## src/rtl/sos_pkg.sv

```systemverilog
// sos_pkg: shared definitions for the SOS letter/word sequencer.
//   sos_state_t     letter phase encoding (IDLE, S1, O, S2)
//   SYM_PER_LETTER  symbols per letter (3)
//   SOS_LEN         symbols per complete SOS (9)
//   gap_cnt_w()     gap-counter width able to hold the value TIMEOUT
package sos_pkg;

  typedef enum logic [1:0] {
    IDLE = 2'd0,
    S1   = 2'd1,
    O    = 2'd2,
    S2   = 2'd3
  } sos_state_t;

  localparam logic [1:0] SYM_PER_LETTER = 2'd3;
  localparam logic [3:0] SOS_LEN        = 4'd9;

  function automatic int unsigned gap_cnt_w(input int unsigned timeout);
    return $clog2(timeout + 1);
  endfunction

endpackage

```

## src/rtl/sos_gap_timer.sv

```systemverilog
// sos_gap_timer: saturating idle-gap counter.
//   clk, rst  clock, asynchronous active-high reset
//   clr       clear the count (symbol, collision, or sequencer idle)
//   en        count this cycle
//   expire    combinational one-cycle strobe: the count reaches TIMEOUT on
//             the coming edge; suppressed whenever clr is high
module sos_gap_timer
  import sos_pkg::*;
#(
  parameter int unsigned TIMEOUT = 16
) (
  input  logic clk,
  input  logic rst,
  input  logic clr,
  input  logic en,
  output logic expire
);

  localparam int unsigned    CW    = gap_cnt_w(TIMEOUT);
  localparam logic [CW-1:0]  LIMIT = CW'(TIMEOUT);
  localparam logic [CW-1:0]  LAST  = CW'(TIMEOUT - 1);

  logic [CW-1:0] cnt_q, cnt_d;

  always_comb begin
    cnt_d  = cnt_q;
    expire = 1'b0;
    if (clr) begin
      cnt_d = '0;
    end else if (en) begin
      if (cnt_q != LIMIT) cnt_d = cnt_q + CW'(1);
      expire = (cnt_q == LAST);
    end
  end

  always_ff @(posedge clk or posedge rst) begin
    if (rst) cnt_q <= '0;
    else     cnt_q <= cnt_d;
  end

endmodule

```

## src/rtl/sos_sequencer.sv

```systemverilog
// sos_sequencer: recognises dot-dot-dot dash-dash-dash dot-dot-dot from
// single-cycle symbol pulses and pulses `sos` on completion.
//   clk, rst          clock, asynchronous active-high reset
//   dot_in, dash_in   one-cycle symbol pulses (both high = collision)
//   sos               registered one-cycle pulse after the 9th symbol
//   timeout           registered one-cycle pulse when a partial sequence
//                     is dropped after TIMEOUT symbol-free cycles
//   busy              state != IDLE
//   state             0 IDLE, 1 S1, 2 O, 3 S2
//   sym_cnt           symbols accumulated toward the current SOS (0..9)
// Build option: define SOS_OVERLAP_EN to reuse the trailing S of a detected
// SOS as the leading S of the next one.
module sos_sequencer
  import sos_pkg::*;
#(
  parameter int unsigned TIMEOUT = 16
) (
  input  logic       clk,
  input  logic       rst,
  input  logic       dot_in,
  input  logic       dash_in,
  output logic       sos,
  output logic       timeout,
  output logic       busy,
  output logic [1:0] state,
  output logic [3:0] sym_cnt
);

`ifdef SOS_OVERLAP_EN
  localparam sos_state_t POST_STATE = O;
  localparam logic [3:0] POST_CNT   = 4'd3;
`else
  localparam sos_state_t POST_STATE = IDLE;
  localparam logic [3:0] POST_CNT   = 4'd0;
`endif

  sos_state_t state_q, state_d;
  logic [1:0] lcnt_q, lcnt_d, lcnt_inc;
  logic [3:0] sym_cnt_q, sym_cnt_d, sym_base, sym_inc;
  logic       sos_q, sos_d;
  logic       timeout_q, timeout_d;
  logic       sym, coll, gap_clr, gap_expire;

  assign sym  = dot_in ^ dash_in;
  assign coll = dot_in & dash_in;

  // sym_cnt shows SOS_LEN for the cycle sos is high, while the state has
  // already moved on; the true post-detect count is substituted as the base
  // so a symbol arriving in that cycle counts from the right place.
  assign sym_base = sos_q ? POST_CNT : sym_cnt_q;
  assign sym_inc  = sym_base + 4'd1;
  assign lcnt_inc = lcnt_q + 2'd1;

  assign gap_clr = sym | coll | (state_q == IDLE);

  sos_gap_timer #(
    .TIMEOUT(TIMEOUT)
  ) u_gap (
    .clk   (clk),
    .rst   (rst),
    .clr   (gap_clr),
    .en    (busy),
    .expire(gap_expire)
  );

  always_comb begin
    state_d   = state_q;
    lcnt_d    = lcnt_q;
    sym_cnt_d = sym_base;
    sos_d     = 1'b0;
    timeout_d = 1'b0;
    if (coll) begin
      state_d   = IDLE;
      lcnt_d    = '0;
      sym_cnt_d = '0;
    end else if (sym) begin
      case (state_q)
        IDLE: begin
          if (dot_in) begin
            state_d   = S1;
            lcnt_d    = 2'd1;
            sym_cnt_d = 4'd1;
          end
        end
        S1: begin
          if (dot_in) begin
            sym_cnt_d = sym_inc;
            if (lcnt_inc == SYM_PER_LETTER) begin
              state_d = O;
              lcnt_d  = '0;
            end else begin
              lcnt_d = lcnt_inc;
            end
          end else begin
            state_d   = IDLE;
            lcnt_d    = '0;
            sym_cnt_d = '0;
          end
        end
        O: begin
          if (dot_in) begin
            // With no dash yet, the newest three dots still form an S.
            if (lcnt_q != '0) begin
              state_d   = S1;
              lcnt_d    = 2'd1;
              sym_cnt_d = 4'd1;
            end
          end else begin
            sym_cnt_d = sym_inc;
            if (lcnt_inc == SYM_PER_LETTER) begin
              state_d = S2;
              lcnt_d  = '0;
            end else begin
              lcnt_d = lcnt_inc;
            end
          end
        end
        S2: begin
          if (dot_in) begin
            if (lcnt_inc == SYM_PER_LETTER) begin
              sos_d     = 1'b1;
              state_d   = POST_STATE;
              lcnt_d    = '0;
              sym_cnt_d = SOS_LEN;
            end else begin
              lcnt_d    = lcnt_inc;
              sym_cnt_d = sym_inc;
            end
          end else begin
            state_d   = IDLE;
            lcnt_d    = '0;
            sym_cnt_d = '0;
          end
        end
        default: state_d = IDLE;
      endcase
    end else if (gap_expire) begin
      state_d   = IDLE;
      lcnt_d    = '0;
      sym_cnt_d = '0;
      timeout_d = 1'b1;
    end
  end

  always_ff @(posedge clk or posedge rst) begin
    if (rst) begin
      state_q   <= IDLE;
      lcnt_q    <= '0;
      sym_cnt_q <= '0;
      sos_q     <= 1'b0;
      timeout_q <= 1'b0;
    end else begin
      state_q   <= state_d;
      lcnt_q    <= lcnt_d;
      sym_cnt_q <= sym_cnt_d;
      sos_q     <= sos_d;
      timeout_q <= timeout_d;
    end
  end

  assign sos     = sos_q;
  assign timeout = timeout_q;
  assign busy    = (state_q != IDLE);
  assign state   = state_q;
  assign sym_cnt = sym_cnt_q;

endmodule

```

## config.mk

```make
export PLATFORM = sky130hd
export DESIGN_NAME = sos_sequencer
export DESIGN_NICKNAME = d
export VERILOG_FILES = /design/src/rtl/sos_pkg.sv /design/src/rtl/sos_gap_timer.sv /design/src/rtl/sos_sequencer.sv
export SDC_FILE = /design/constraint.sdc
export NUM_CORES = 1
export LEC_CHECK = 0
export CORE_MARGIN = 3
export CORE_UTILIZATION = 52
export CTS_CLUSTER_DIAMETER = 120
export DETAILED_ROUTE_END_ITERATION = 8
export PLACE_DENSITY = 0.79
export SYNTH_ARGS = -nofsm -noshare
export SYNTH_HDL_FRONTEND = slang
export SYNTH_SLANG_ARGS = --single-unit
```

## constraint.sdc

```tcl
create_clock -name clk -period 2.5 [get_ports clk]
set_clock_uncertainty 0.2 [all_clocks]
set_input_delay 0.5 -clock clk [delete_from_list [all_inputs] [get_ports clk]]
set_output_delay 0.5 -clock clk [all_outputs]
set_load 0.005 [all_outputs]
```

Yosys cells after proc, flatten, opt, wreduce, memory -nomap -nowiden:

Cells that the tools add are included.

* add/sub/neg operators: 3
* equality and inequality tests: 11
* mux-type cells: 42
* bitwise gates (word level): 4
* reductions and logical operators: 10

Operators by type and width (number)
* $mux 4: 10
* $mux 2: 16
* $ne 5x5->1 const B: 5
* $pmux 4 s4: 1
* $mux 5: 3
* $mux 1: 10
* $pmux 2 s4: 1
* $reduce_bool 2->1: 4
* $eq 2x2->1 const B: 3
* $pmux 2 s3: 1
* $reduce_and 6->1: 1
* $add 5x1->5 const B: 1
* $eq 5x4->1 const B: 1
* $add 4x1->4 const B: 1
* $ne 4x4->1 const B: 1
* $reduce_and 3->1: 1
* $reduce_bool 3->1: 1
* $add 2x1->2 const B: 1
* $eq 2x1->1 const B: 1
* $logic_not 2->1: 1
* $or 1x1->1: 2
* $reduce_and 2->1: 1
* $reduce_or 2->1: 1
* $and 1x1->1: 1
* $xor 1x1->1: 1

* register bits after elaboration: 15
* input port bits: 4

Longest topological paths before layout:

Gate-level depths: netlist of run 1.

* word-level depth: 7
* gate-level depth with buffers: 7
* depth with buffers taken out: 7

By module:

A second synthesis of run 1 with hierarchy kept.

* cells, all modules: 138
* area total of the unflattened synthesis: 1163.6 um^2

Modules (own cells, without submodules)
* sos_sequencer: instances 1, cells an instance 106, area each 835.8 um^2, seq. area each 250.2 um^2
* sos_gap_timer: instances 1, cells an instance 32, area each 327.8 um^2, seq. area each 125.1 um^2

Worst setup path before layout of run 1:

Ideal clock, no wire load.

* path type: reg-to-reg
* from: register u_gap.cnt_q[0]
* to: register state_q[0] (netlist: state[0])
* data arrival time: 1.661 ns
* slack: 0.556 ns
* cell stages (with the launch flop): 8
* path buffers: 0
* period minus slack after synthesis: 1.944 ns
* path through: dfrtp_1 -> ha_1 -> and3_1 -> ha_1 -> o21ai_0 -> and2_1 -> or4_1 -> o21ai_0

* word-level cells in the longest chain between the ends: 5

Ends and longest elaborated chain
* from (decl): RTL line sos_gap_timer.sv:23 `logic [CW-1:0] cnt_q, cnt_d;`
* from (signal assigned): RTL line sos_gap_timer.sv:38 `else cnt_q <= cnt_d;`
* $eq 5x4->1: RTL line sos_gap_timer.sv:32 `expire = (cnt_q == LAST);`
* $mux 1: RTL line sos_gap_timer.sv:30 `end else if (en) begin`
* $mux 1: RTL line sos_gap_timer.sv:28 `if (clr) begin`
* $reduce_bool 3->1 (no line)
* $reduce_and 6->1 (no line)
* to (signal assigned): RTL line sos_sequencer.sv:153 `state_q <= state_d;`
* to (decl): RTL line sos_sequencer.sv:37 `sos_state_t state_q, state_d;`

No other way between the ends.
A chain may end at the register's enable or synchronous reset.

Worst setup path in the final report of run 1:

* from: input dot_in
* to: register sym_cnt_q[2] (netlist: sym_cnt[2])

* word-level cells in the longest chain between the ends: 7
* elaborated cells on any way between the ends: 13
* classes of those cells: 9 x mux; 4 x bitwise

Ends and longest elaborated chain
* from (decl): RTL line sos_sequencer.sv:20 `input logic dot_in,`
* $xor 1x1->1 / $and 1x1->1 (equally long branches): RTL line sos_sequencer.sv:44, sos_sequencer.sv:45
* $or 1x1->1 (2 in series): RTL line sos_sequencer.sv:54 `assign gap_clr = sym | coll | (state_q == IDLE);`
* $mux 1: RTL line sos_gap_timer.sv:28
* $mux 4: RTL line sos_sequencer.sv:137 `end else if (gap_expire) begin`
* $mux 4: RTL line sos_sequencer.sv:76 `end else if (sym) begin`
* $mux 4 (*): RTL line sos_sequencer.sv:72 `if (coll) begin`
* via sym_cnt_d[2]: RTL line sos_sequencer.sv:39 `logic [3:0] sym_cnt_q, sym_cnt_d, sym_base, sym_inc;`
* to (signal assigned): RTL line sos_sequencer.sv:155 `sym_cnt_q <= sym_cnt_d;`
* to (decl): RTL line sos_sequencer.sv:39

The timed path passes the listed nets; every way through them passes the cells marked *.

==> results by group, run 1 <==
Run status
  – Status: completed

Finish
  – Nets: between 150 and 200
  – Finished Layout Cells: between 150 and 200
  – Fillers: 167
  – P&R area growth vs syn: 15.8%
  – Post-route cell area: between 1000 and 1500 µm²
  – N_diodes: 0
  – Reg area: around 380 µm²
  – Multi-input logic area: approximately 690 µm²
  – Layout Utilization: between 60 and 70%
  – Share of cells above drive strength 1: about a tenth

Critical path
  – R2R cell count: 7
  – Flop2flop setup slack: between 0.3 and 0.4 ns
  – CP Data Arrival Time: roughly 2.3 ns
  – Worst EP required: 2.51 ns
  – Kind of critical path: in2reg
  – Worst setup EP type: flop
  – Crit path max fanout: 5
  – Worst R2R End: state[0]$_DFFE_PP0P_
  – Startpoint Class: primary input
  – Worst R2R Start: u_gap.cnt_q[0]$_DFFE_PP0P_

Routing
  – WL final: between 2000 and 3000 µm
  – Starting DRT DRC Count: 28
  – Final antenna-violating net count: 0
  – Pre-antenna DRT Iters: 5
  – Routed vias/inst: 5.89
  – DRC violations left: 0
  – Vias: 1,001
  – DR WL/cell: about 15 µm

Clock network
  – Num CTS Buffers: 3
  – Hold-fix buffer count after cts: 0
  – # resized after CTS: 0
  – Clk root buf: clkbuf_4
  – CTS Sinks: 15
  – Worst skew pair latency: between 0.2 and 0.3 ns
  – Post-CTS Setup Bufs: 0
  – Longest Clk Path Bufs: 2
  – CTS tree: built
  – Worst-path clk slew: ~0.090 ns
  – H-tree level count: 1

Timing
  – Final period utilization: between 90% and 100%
  – Minimum clock period: 2.26 ns
  – Final setup fails: 0
  – Final slew viol count: 0
  – Unrepaired setup endpoints after global routing: false
  – Slew margin rel.: between 60 and 70%
  – Max Fclk: around 440 MHz
  – Setup TNS: 0 ns
  – Worst-Margin Slew: around 0.55 ns
  – Final Hold Fails: 0
  – Hold Worst Slack: around 0.35 ns

Logic synthesis
  – Main synth FF type: dfrtp_1
  – Cells after Synth: between 100 and 150
  – Synthesized Nets: between 100 and 150
  – Synth top area share: 32.6%
  – Yosys top cell by area: dfrtp_1
  – Largest cells by area after synthesis: dfrtp_1, ha_1, mux2i_1, inv_1, nand2_1
  – Sequential share of the synthesized area: around 33%
  – Number of flops mapped to enable cells by yosys: 0
  – Synth warn: 0
  – Avg Cell Area, Syn: 9.06 µm²
  – Post-synthesis cell area: ~1200 µm²
  – Synth top cells by count: dfrtp_1, inv_1, nand2_1
  – Synth async-reset ratio: 100%
  – Synth cell types: 46
  – Most frequent cell after synthesis: dfrtp_1
  – Flops & latches, synth: 15

GRT
  – First-pass GRT wire length: around 4200 µm
  – Antenna violations before repair: 0
  – Total grt overflow: 0
  – Vias in the first global route: roughly 970
  – Largest net degree at the start of global routing: 20
  – Global Route Usage Sum: roughly a fifth

Die
  – Core area: just over 2000 µm²
  – Initial Util: a little under three fifths
  – Cell Rows: 16
  – Die area: ~2800 µm²
  – Die height: about 53 µm
  – Num ports: 13
  – Die W: ~53 µm

Power
  – Cell area power density: approximately 540 nW/µm²
  – P_leak: around 0.58 nW
  – VDD IR max: between 0.2 and 0.3 mV

Placed design
  – Final RePlAce weighted congestion: 0.835
  – DPL Wire Length: approximately 2000 µm
  – IO buf count: 12
  – Post-Place Cells: 166
  – Placed instance area: roughly 1300 µm²

Run
  – Max cap viols: 0

Hold path
  – Worst min path class: in2async
[metal layers]
metal	wire, µm	part of all wire [%]	track usage, %	vias up
met4	92	3.5	14.5	0
met5	0	0	0	-
met2	1360	52	37.0	32
met3	86	3.3	1.13	9
met1	1090	41	23.6	473
li1	-	-	-	487
[layout make-up]
| type | instances | share of cell area (%) |
|---|---|---|
| clock buffer | 4 | 1.97 |
| inverter | 9 | 2.54 |
| multi-input combinational | 96 | 51.8 |
| sequential | 15 | 28.2 |
| tap | 27 | 2.54 |
| timing repair buffer | 19 | 13.0 |
[worst max-delay path, stage by stage]
cell and delay [ns]:
clkdlybuf4s50_1 0.52, inv_1 0.12, ha_1 0.34, nor2b_1 0.30, o211ai_1 0.13, o21bai_1 0.18
a31oi_1 0.17
[registers in the layout (all words and copies together) (netlist names)]
register and cells:
sos 1, sym_cnt 4, timeout 1, lcnt_q 2, u_gap.cnt_q 5, state 2
[worst max path at each step]
stage / endpoint / slack [ns] / from / cells after the start
6_report: sym_cnt[2]$_DFF_PP0_ / 0.24 / dot_in / 7
5_1_grt: sym_cnt[2]$_DFF_PP0_ / 0.10 / dot_in / 7
2_1_floorplan: state[0]$_DFFE_PP0P_ / 0.56 / u_gap.cnt_q[0]$_DFFE_PP0P_ / 7
3_3_place_gp: sym_cnt[2]$_DFF_PP0_ / 0.03 / dot_in / 7
4_1_cts: sym_cnt[2]$_DFF_PP0_ / 0.26 / dot_in / 7
3_5_place_dp: sym_cnt[2]$_DFF_PP0_ / -0.05 / dot_in / 7
[where the power goes]
part	leakage, nW	switching (mW)	internal (mW)
Clock	0.0150	0.0795	0.0621
Combinational	0.361	0.156	0.136
Sequential	0.204	0.0224	0.265
[through the flow]
step / total power [mW] / setup slack [ns]
final: 0.722 / 0.236
after global routing: 0.760 / 0.102
after CTS: 0.719 / 0.256
after detailed placement: 0.580 / -0.0477
after global placement: 0.570 / 0.0257
after floorplan: 0.491 / 0.556
[kinds of logic (layout without fill, tap and decap cells)]
logic type | after synthesis | in the layout | synth area share (%)
muxes | 6 | 6 | 5.43
buffers and inverters | 16 | 32 | 7.39
adders and majority gates | 8 | 8 | 8.70
and+or+nand+nor | 47 | 47 | 22.4
xor gates and xnor gates | 3 | 3 | 2.28
AOI/OAI and AO/OA | 32 | 32 | 21.2
DFF | 15 | 15 | 32.6
[placed cells by master, fill, tap and decap left out, drive strengths merged, types with 2 or more instances in the layout]
cell type	synthesis	routed
dfrtp	15	15
clkdlybuf4s50	0	12
inv	9	9
nand2	9	9
nor2	9	9
ha	8	8
buf	5	7
nand3	6	6
o21ai	5	5
a21oi	5	5
a31oi	4	4
nor2b	4	4
mux2i	4	4
clkbuf	2	4
o211ai	3	3
nor3	3	3
o31ai	3	3
nand2b	2	2
and2b	2	2
mux2	2	2
xnor2	2	2
and3	2	2
nand3b	2	2
No activity file was read; power rests on OpenSTA's default activity.
==> run 2: changes to the inputs <==
--- a/config.mk
+++ b/config.mk
@@ -10,6 +10,7 @@
 export CTS_CLUSTER_DIAMETER = 120
 export DETAILED_ROUTE_END_ITERATION = 8
 export PLACE_DENSITY = 0.79
+export RECOVER_POWER = 50
 export SYNTH_ARGS = -nofsm -noshare
 export SYNTH_HDL_FRONTEND = slang
 export SYNTH_SLANG_ARGS = --single-unit
==> constraint.sdc (replaced) <==
create_clock -name clk -period 2.4 [get_ports clk]
set_clock_uncertainty 0.2 [all_clocks]
set_input_delay 0.48 -clock clk [delete_from_list [all_inputs] [get_ports clk]]
set_output_delay 0.48 -clock clk [all_outputs]
set_load 0.005 [all_outputs]
==> run 2 against run 1 <==
Utilization is 1.4 points higher. Combinational power is 6% higher. Wire length is 1.5% higher. Register-to-register slack got worse by 0.10 ns. Power increased by 5.0%. Count of clock-buffer cells in the layout is 1 lower. Critical path depth decreased by 5. First-iteration DRC count grew 39%. Non-clock buffer count up 4. Cell area grew 2.1%. Critical path type is now reg2out. Critical endpoint is now busy.
==> results by group, run 2 (synthesis gave the netlist of run 1 again) <==
Timing
  – Setup TNS: 0 ns (unchanged)
  – Final Hold Fails: 0 (unchanged)
  – Final setup fails: 0 (unchanged)
  – Slew margin rel.: 63.3% (was 63.0%)
  – Minimum clock period: around 2.2 ns
  – Final slew viol count: 0 (unchanged)
  – Unrepaired setup endpoints after global routing: false (unchanged)
  – Final period utilization: about 92%
  – Max Fclk: 451 MHz
  – Worst-Margin Slew: 0.549 ns (was 0.555 ns)

Critical path
  – Critical Path End: busy (was sym_cnt[2]$_DFF_PP0_)
  – Max incr delay on CP: 0.50 ns (was 0.52 ns)
  – Kind of critical path: reg2out (was in2reg)
  – Worst EP required: 1.72 ns (was 2.51 ns)
  – Worst R2R Start: u_gap.cnt_q[0]$_DFFE_PP0P_ (unchanged)
  – CP Data Arrival Time: 1.54 ns (was 2.28 ns)
  – Worst setup EP type: primary output (was flop)
  – Critical Path Source: state[1]$_DFFE_PP0P_ (was dot_in)
  – Startpoint Class: flop (was primary input)
  – Critical Path Slowest Stage Cell: clkdlybuf4s50_1 (unchanged)
  – Flop2flop setup slack: 0.25 ns (was 0.35 ns)
  – R2R cell count: 7 (unchanged)
  – Crit path max fanout: 7 (was 5)
  – Worst R2R End: state[0]$_DFFE_PP0P_ (unchanged)
  – Crit-path cells: or2_1 -> clkdlybuf4s50_1 (was clkdlybuf4s50_1 -> inv_1 -> ha_1 -> nor2b_1 -> o211ai_1 -> o21bai_1 -> a31oi_1)

Die
  – Initial Util: 56.9% (unchanged)
  – Core area: 2020 µm² (unchanged)
  – Num ports: 13 (unchanged)
  – Cell Rows: 16 (unchanged)
  – Die height: 53.1 µm (unchanged)
  – Die area: 2810 µm² (unchanged)
  – Die W: 53.1 µm (unchanged)

Hold path
  – Min-delay src: u_gap.cnt_q[3]$_DFFE_PP0P_
  – Worst min path class: reg2reg (was in2async)

Finish
  – Commonest non-fill, non-tap cell in the layout: dfrtp_1 (unchanged)
  – Most frequent cells in the layout: dfrtp_1, clkdlybuf4s50_1, buf_4 (was dfrtp_1, clkdlybuf4s50_1, inv_1, nand2_1)
  – Share of cells above drive strength 1: 12.9% (was 10.5%)
  – Layout Utilization: 67.3% (was 65.9%)
  – Reg with most FFs: u_gap.cnt_q (unchanged)
  – Nets: 160 (was 156)
  – P&R area growth vs syn: 18.2% (was 15.8%)
  – Finished Layout Cells: 174 (was 170)
  – Largest register FFs: 5 (unchanged)
  – N_diodes: 0 (unchanged)

Clock network
  – Worst skew pair latency: 0.28 ns (was 0.29 ns)
  – Post-CTS Setup Bufs: 0 (unchanged)
  – H-tree level count: 1 (unchanged)
  – CTS Sinks: 15 (unchanged)
  – Longest Clk Path Bufs: 2 (unchanged)
  – Worst-path clk slew: 0.09 ns (about the same)
  – CTS tree: built (unchanged)
  – Clk root buf: clkbuf_4 (unchanged)
  – # resized after CTS: 0 (unchanged)
  – Num CTS Buffers: 3 (unchanged)
  – Hold-fix buffer count after cts: 0 (unchanged)

Routing
  – Routed vias/inst: 6.00 (was 5.89)
  – WL final: 2670 µm (was 2630 µm)
  – Final antenna-violating net count: 0 (unchanged)
  – DR WL/cell: 15.3 µm (was 15.5 µm)
  – Vias: 1,044 (was 1,001)
  – Pre-antenna DRT Iters: 4 (was 5)
  – Starting DRT DRC Count: 39 (was 28)
  – DRC violations left: 0 (unchanged)

Power
  – P_leak: 0.600 nW (was 0.581 nW)
  – VDD IR max: 0.298 mV (was 0.262 mV)
  – Cell area power density: 557 nW/µm² (was 542 nW/µm²)

Run
  – Max cap viols: 0 (unchanged)

Placed design
  – Final RePlAce weighted congestion: 0.876 (was 0.835)
  – Post-Place Cells: 170 (was 166)
  – IO buf count: 12 (unchanged)
  – DPL Wire Length: 2010 µm (was 1990 µm)

Run status
  – Status: completed (unchanged)

GRT
  – Antenna violations before repair: 0 (unchanged)
  – Vias in the first global route: 1,021 (was 973)
  – Largest net degree at the start of global routing: 20 (unchanged)
  – First-pass GRT wire length: 4400 µm (was 4190 µm)
  – Total grt overflow: 0 (unchanged)
  – Global Route Usage Sum: 21.3% (was 20.8%)
[run 2: worst max-delay path: cells and delay by family, from the launching register on]
family / cells / cell delay [ns]
flip-flops: 1 / 0.39
AND/OR/NAND/NOR: 1 / 0.36
buffers and inverters: 1 / 0.50
[run 2: how the worst min path moves through the flow]
stage                                       to  depth (start not counted)
floorplan                lcnt_q[0]$_DFFE_PP0P_                          1
global placement    u_gap.cnt_q[3]$_DFFE_PP0P_                          2
detailed placement  u_gap.cnt_q[3]$_DFFE_PP0P_                          2
CTS                 u_gap.cnt_q[1]$_DFFE_PP0P_                          2
global route        u_gap.cnt_q[3]$_DFFE_PP0P_                          2
finish              u_gap.cnt_q[3]$_DFFE_PP0P_                          2
[run 2: metrics by stage]
step                total power [mW]  hold slack, ns  setup slack, ns  cell area (µm²)
CTS                            0.753           0.355            0.191             1360
detailed placement             0.613           0.349          -0.0680             1340
floorplan                      0.511           0.181            0.456             1150
global placement               0.600           0.333           0.0179             1340
finish                         0.758           0.376            0.184             1360
global route                   0.802           0.387           0.0456             1360
[run 2: cell type report]
type / instances / area [µm²]
flip-flops and latches: 15 / 375
well taps: 27 / 33.8
clock inverters: 1 / 5.00
clock buffers: 3 / 22.5
fillers: 167 / 662
multi-input cells: 96 / 691
inverters: 9 / 33.8
repair buffers: 23 / 199
[run 2: routing by layer]
metal  wire [µm]  up-vias  global-route usage [%]
met3         162        4                    2.82
met2        1340       38                    36.2
met5           0        -                       0
li1            -      496                       -
met4          36        0                    10.2
met1        1120      506                    26.2
[run 2: report_power, final]
group / total, mW / internal [mW] / switching, mW
sequential: 0.302 / 0.277 / 0.0256
combinational: 0.310 / 0.147 / 0.163
clock: 0.145 / 0.0619 / 0.0831
total: 0.758 / 0.486 / 0.272
==> run 3: changes to the inputs <==
--- a/config.mk
+++ b/config.mk
@@ -9,7 +9,8 @@
 export CORE_UTILIZATION = 52
 export CTS_CLUSTER_DIAMETER = 120
 export DETAILED_ROUTE_END_ITERATION = 8
-export PLACE_DENSITY = 0.79
+export GPL_TIMING_DRIVEN = 0
+export PLACE_DENSITY = 0.83
 export RECOVER_POWER = 50
 export SYNTH_ARGS = -nofsm -noshare
 export SYNTH_HDL_FRONTEND = slang
==> run 3 against run 2 <==
Global-route usage is 1.3 points lower. Final cell count is 2.3% lower. Power is 0.89% higher. Critical endpoint unchanged. Setup slack worse by 0.086 ns. Clock power hardly changed. Cell area is 0.37% lower. Count of clock-buffer cells in the layout is 1 higher. Worst hold slack worse by 0.0067 ns. Non-clock buffer count is 4 lower. Highest routed layer is now met3. Wire length is 4.4% lower. Critical path depth is 2 higher. Sequential cell count stayed put.
==> results by group, run 3 (synthesis gave the netlist of run 1 again) <==
Clock network
  – Clk root buf: clkbuf_4 (unchanged)
  – Worst-path clk slew: 0.08 ns (was 0.09 ns)
  – Post-CTS Setup Bufs: 0 (unchanged)
  – Num CTS Buffers: 3 (unchanged)
  – H-tree level count: 1 (unchanged)
  – # resized after CTS: 2 (was 0)
  – Worst skew pair latency: 0.28 ns (about the same)
  – Hold-fix buffer count after cts: 0 (unchanged)
  – CTS Sinks: 15 (unchanged)
  – CTS tree: built (unchanged)
  – Longest Clk Path Bufs: 2 (unchanged)

Finish
  – Fillers: 158 (was 167)
  – Reg with most FFs: u_gap.cnt_q (unchanged)
  – Layout Utilization: 67.0% (was 67.3%)
  – Most frequent cells in the layout: dfrtp_1, clkdlybuf4s50_1, inv_1, nand2_1, nor2_1 (was dfrtp_1, clkdlybuf4s50_1, buf_4)
  – Nets: 156 (was 160)
  – Post-route cell area: 1360 µm² (about the same)
  – Share of cells above drive strength 1: 11.2% (was 12.9%)
  – Commonest non-fill, non-tap cell in the layout: dfrtp_1 (unchanged)
  – Largest register FFs: 5 (unchanged)
  – N_diodes: 0 (unchanged)
  – P&R area growth vs syn: 17.7% (was 18.2%)
  – Finished Layout Cells: 170 (was 174)

Placed design
  – Placed instance area: 1310 µm² (was 1340 µm²)
  – Post-Place Cells: 166 (was 170)
  – IO buf count: 12 (unchanged)
  – Final RePlAce weighted congestion: 0.890 (was 0.876)
  – DPL Wire Length: 1930 µm (was 2010 µm)
  – Worst slack at placement: -0.465 ns (was -0.0680 ns)

Routing
  – Starting DRT DRC Count: 36 (was 39)
  – Routed vias/inst: 5.94 (was 6.00)
  – Final antenna-violating net count: 0 (unchanged)
  – DRC violations left: 0 (unchanged)
  – DR WL/cell: 15.0 µm (was 15.3 µm)
  – Vias: 1,010 (was 1,044)
  – WL final: 2550 µm (was 2670 µm)
  – Pre-antenna DRT Iters: 4 (unchanged)

Die
  – Cell Rows: 16 (unchanged)
  – Die W: 53.1 µm (unchanged)
  – Initial Util: 56.9% (unchanged)
  – Die area: 2810 µm² (unchanged)
  – Core area: 2020 µm² (unchanged)
  – Num ports: 13 (unchanged)
  – Die height: 53.1 µm (unchanged)

Critical path
  – Max incr delay on CP: 0.44 ns (was 0.50 ns)
  – Worst setup EP type: primary output (unchanged)
  – Crit path max fanout: 9 (was 7)
  – Cell repeated most along the worst path: buf_6
  – Worst EP required: 1.72 ns (about the same)
  – Worst R2R Start: u_gap.cnt_q[0]$_DFFE_PP0P_ (unchanged)
  – WP buf/inv: 3 (was 1)
  – CP Data Arrival Time: 1.62 ns (was 1.54 ns)
  – Kind of critical path: reg2out (unchanged)
  – Crit-path cells: buf_6 -> or2_1 -> buf_6 -> clkdlybuf4s50_1 (was or2_1 -> clkdlybuf4s50_1)
  – Critical Path Slowest Stage Cell: clkdlybuf4s50_1 (unchanged)
  – Startpoint Class: flop (unchanged)
  – Critical Path Source: state[1]$_DFFE_PP0P_ (unchanged)
  – Worst path top cell family by delay: buffers and inverters (unchanged)

Timing
  – Setup WS post-layout: 0.0988 ns (was 0.184 ns)
  – Final Hold Fails: 0 (unchanged)
  – Final period utilization: 95.9% (was 92.3%)
  – Slew margin rel.: 62.2% (was 63.3%)
  – Unrepaired setup endpoints after global routing: false (unchanged)
  – Worst-Margin Slew: 0.566 ns (was 0.549 ns)
  – Setup TNS: 0 ns (unchanged)
  – Minimum clock period: 2.30 ns (was 2.22 ns)
  – Final setup fails: 0 (unchanged)
  – Final slew viol count: 0 (unchanged)
  – Max Fclk: 435 MHz (was 451 MHz)
  – Hold Worst Slack: 0.369 ns (was 0.376 ns)

GRT
  – Largest net degree at the start of global routing: 16 (was 20)
  – Global Route Usage Sum: 20.0% (was 21.3%)
  – Vias in the first global route: 978 (was 1,021)
  – First-pass GRT wire length: 4270 µm (was 4400 µm)
  – Total grt overflow: 0 (unchanged)
  – Antenna violations before repair: 0 (unchanged)

Hold path
  – Worst min path class: reg2reg (unchanged)
  – Min-delay src: u_gap.cnt_q[3]$_DFFE_PP0P_ (unchanged)

Run
  – Max cap viols: 0 (unchanged)

Run status
  – Status: completed (unchanged)

Power
  – Power Total: 764 µW (was 758 µW)
  – Cell area power density: 564 nW/µm² (was 557 nW/µm²)
  – P_leak: 0.582 nW (was 0.600 nW)
  – VDD IR max: 0.350 mV (was 0.298 mV)
-- run 3: changes by cell type in the layout (fill, tap and decap cells not counted), sizes merged --
cell and change:
clkinv -1, clkbuf +2, buf -5
-- run 3: area by class of cell --
class                      count  area (µm²)  area share [%]
timing repair buffer          12         120            8.86
inverter                       9        33.8            2.49
clock buffer                   4        26.3            1.94
sequential                    15         375            27.7
multi-input combinational     96         714            52.7
buffer                         7        51.3            3.79
tap                           27        33.8            2.49
-- run 3: final timing paths --
check / end / slack (ns) / cells past startpoint
min in group asynchronous: u_gap.cnt_q[0]$_DFFE_PP0P_ / 0.48 / 2
max reg2reg: state[0]$_DFFE_PP0P_ / 0.25 / 7
max in group asynchronous: u_gap.cnt_q[3]$_DFFE_PP0P_ / 1.15 / 2
min reg2reg: u_gap.cnt_q[3]$_DFFE_PP0P_ / 0.37 / 2
max: busy / 0.1 / 4
min: u_gap.cnt_q[3]$_DFFE_PP0P_ / 0.37 / 2
-- run 3: routing by layer --
metal / wire (µm) / share of wire [%] / track usage (%)
met5: 0 / 0 / 0
met4: 0 / 0 / 3.40
met3: 108 / 4.2 / 2.25
met2: 1300 / 51 / 34.7
met1: 1140 / 45 / 26.7
-- run 3: power breakdown --
part / total [mW] / internal [mW] / switching [mW]
clock network: 0.142 / 0.0645 / 0.0777
registers: 0.299 / 0.277 / 0.0229
logic: 0.323 / 0.156 / 0.167
total: 0.764 / 0.497 / 0.267
-- run 3: worst register-to-register path, stage by stage (launching register included) --
cell and delay [ns]:
dfrtp_1 0.41, ha_1 0.21, and3_1 0.17, ha_1 0.18, o21ai_0 0.12, and2_1 0.21
or4_1 0.50, o21ai_0 0.08
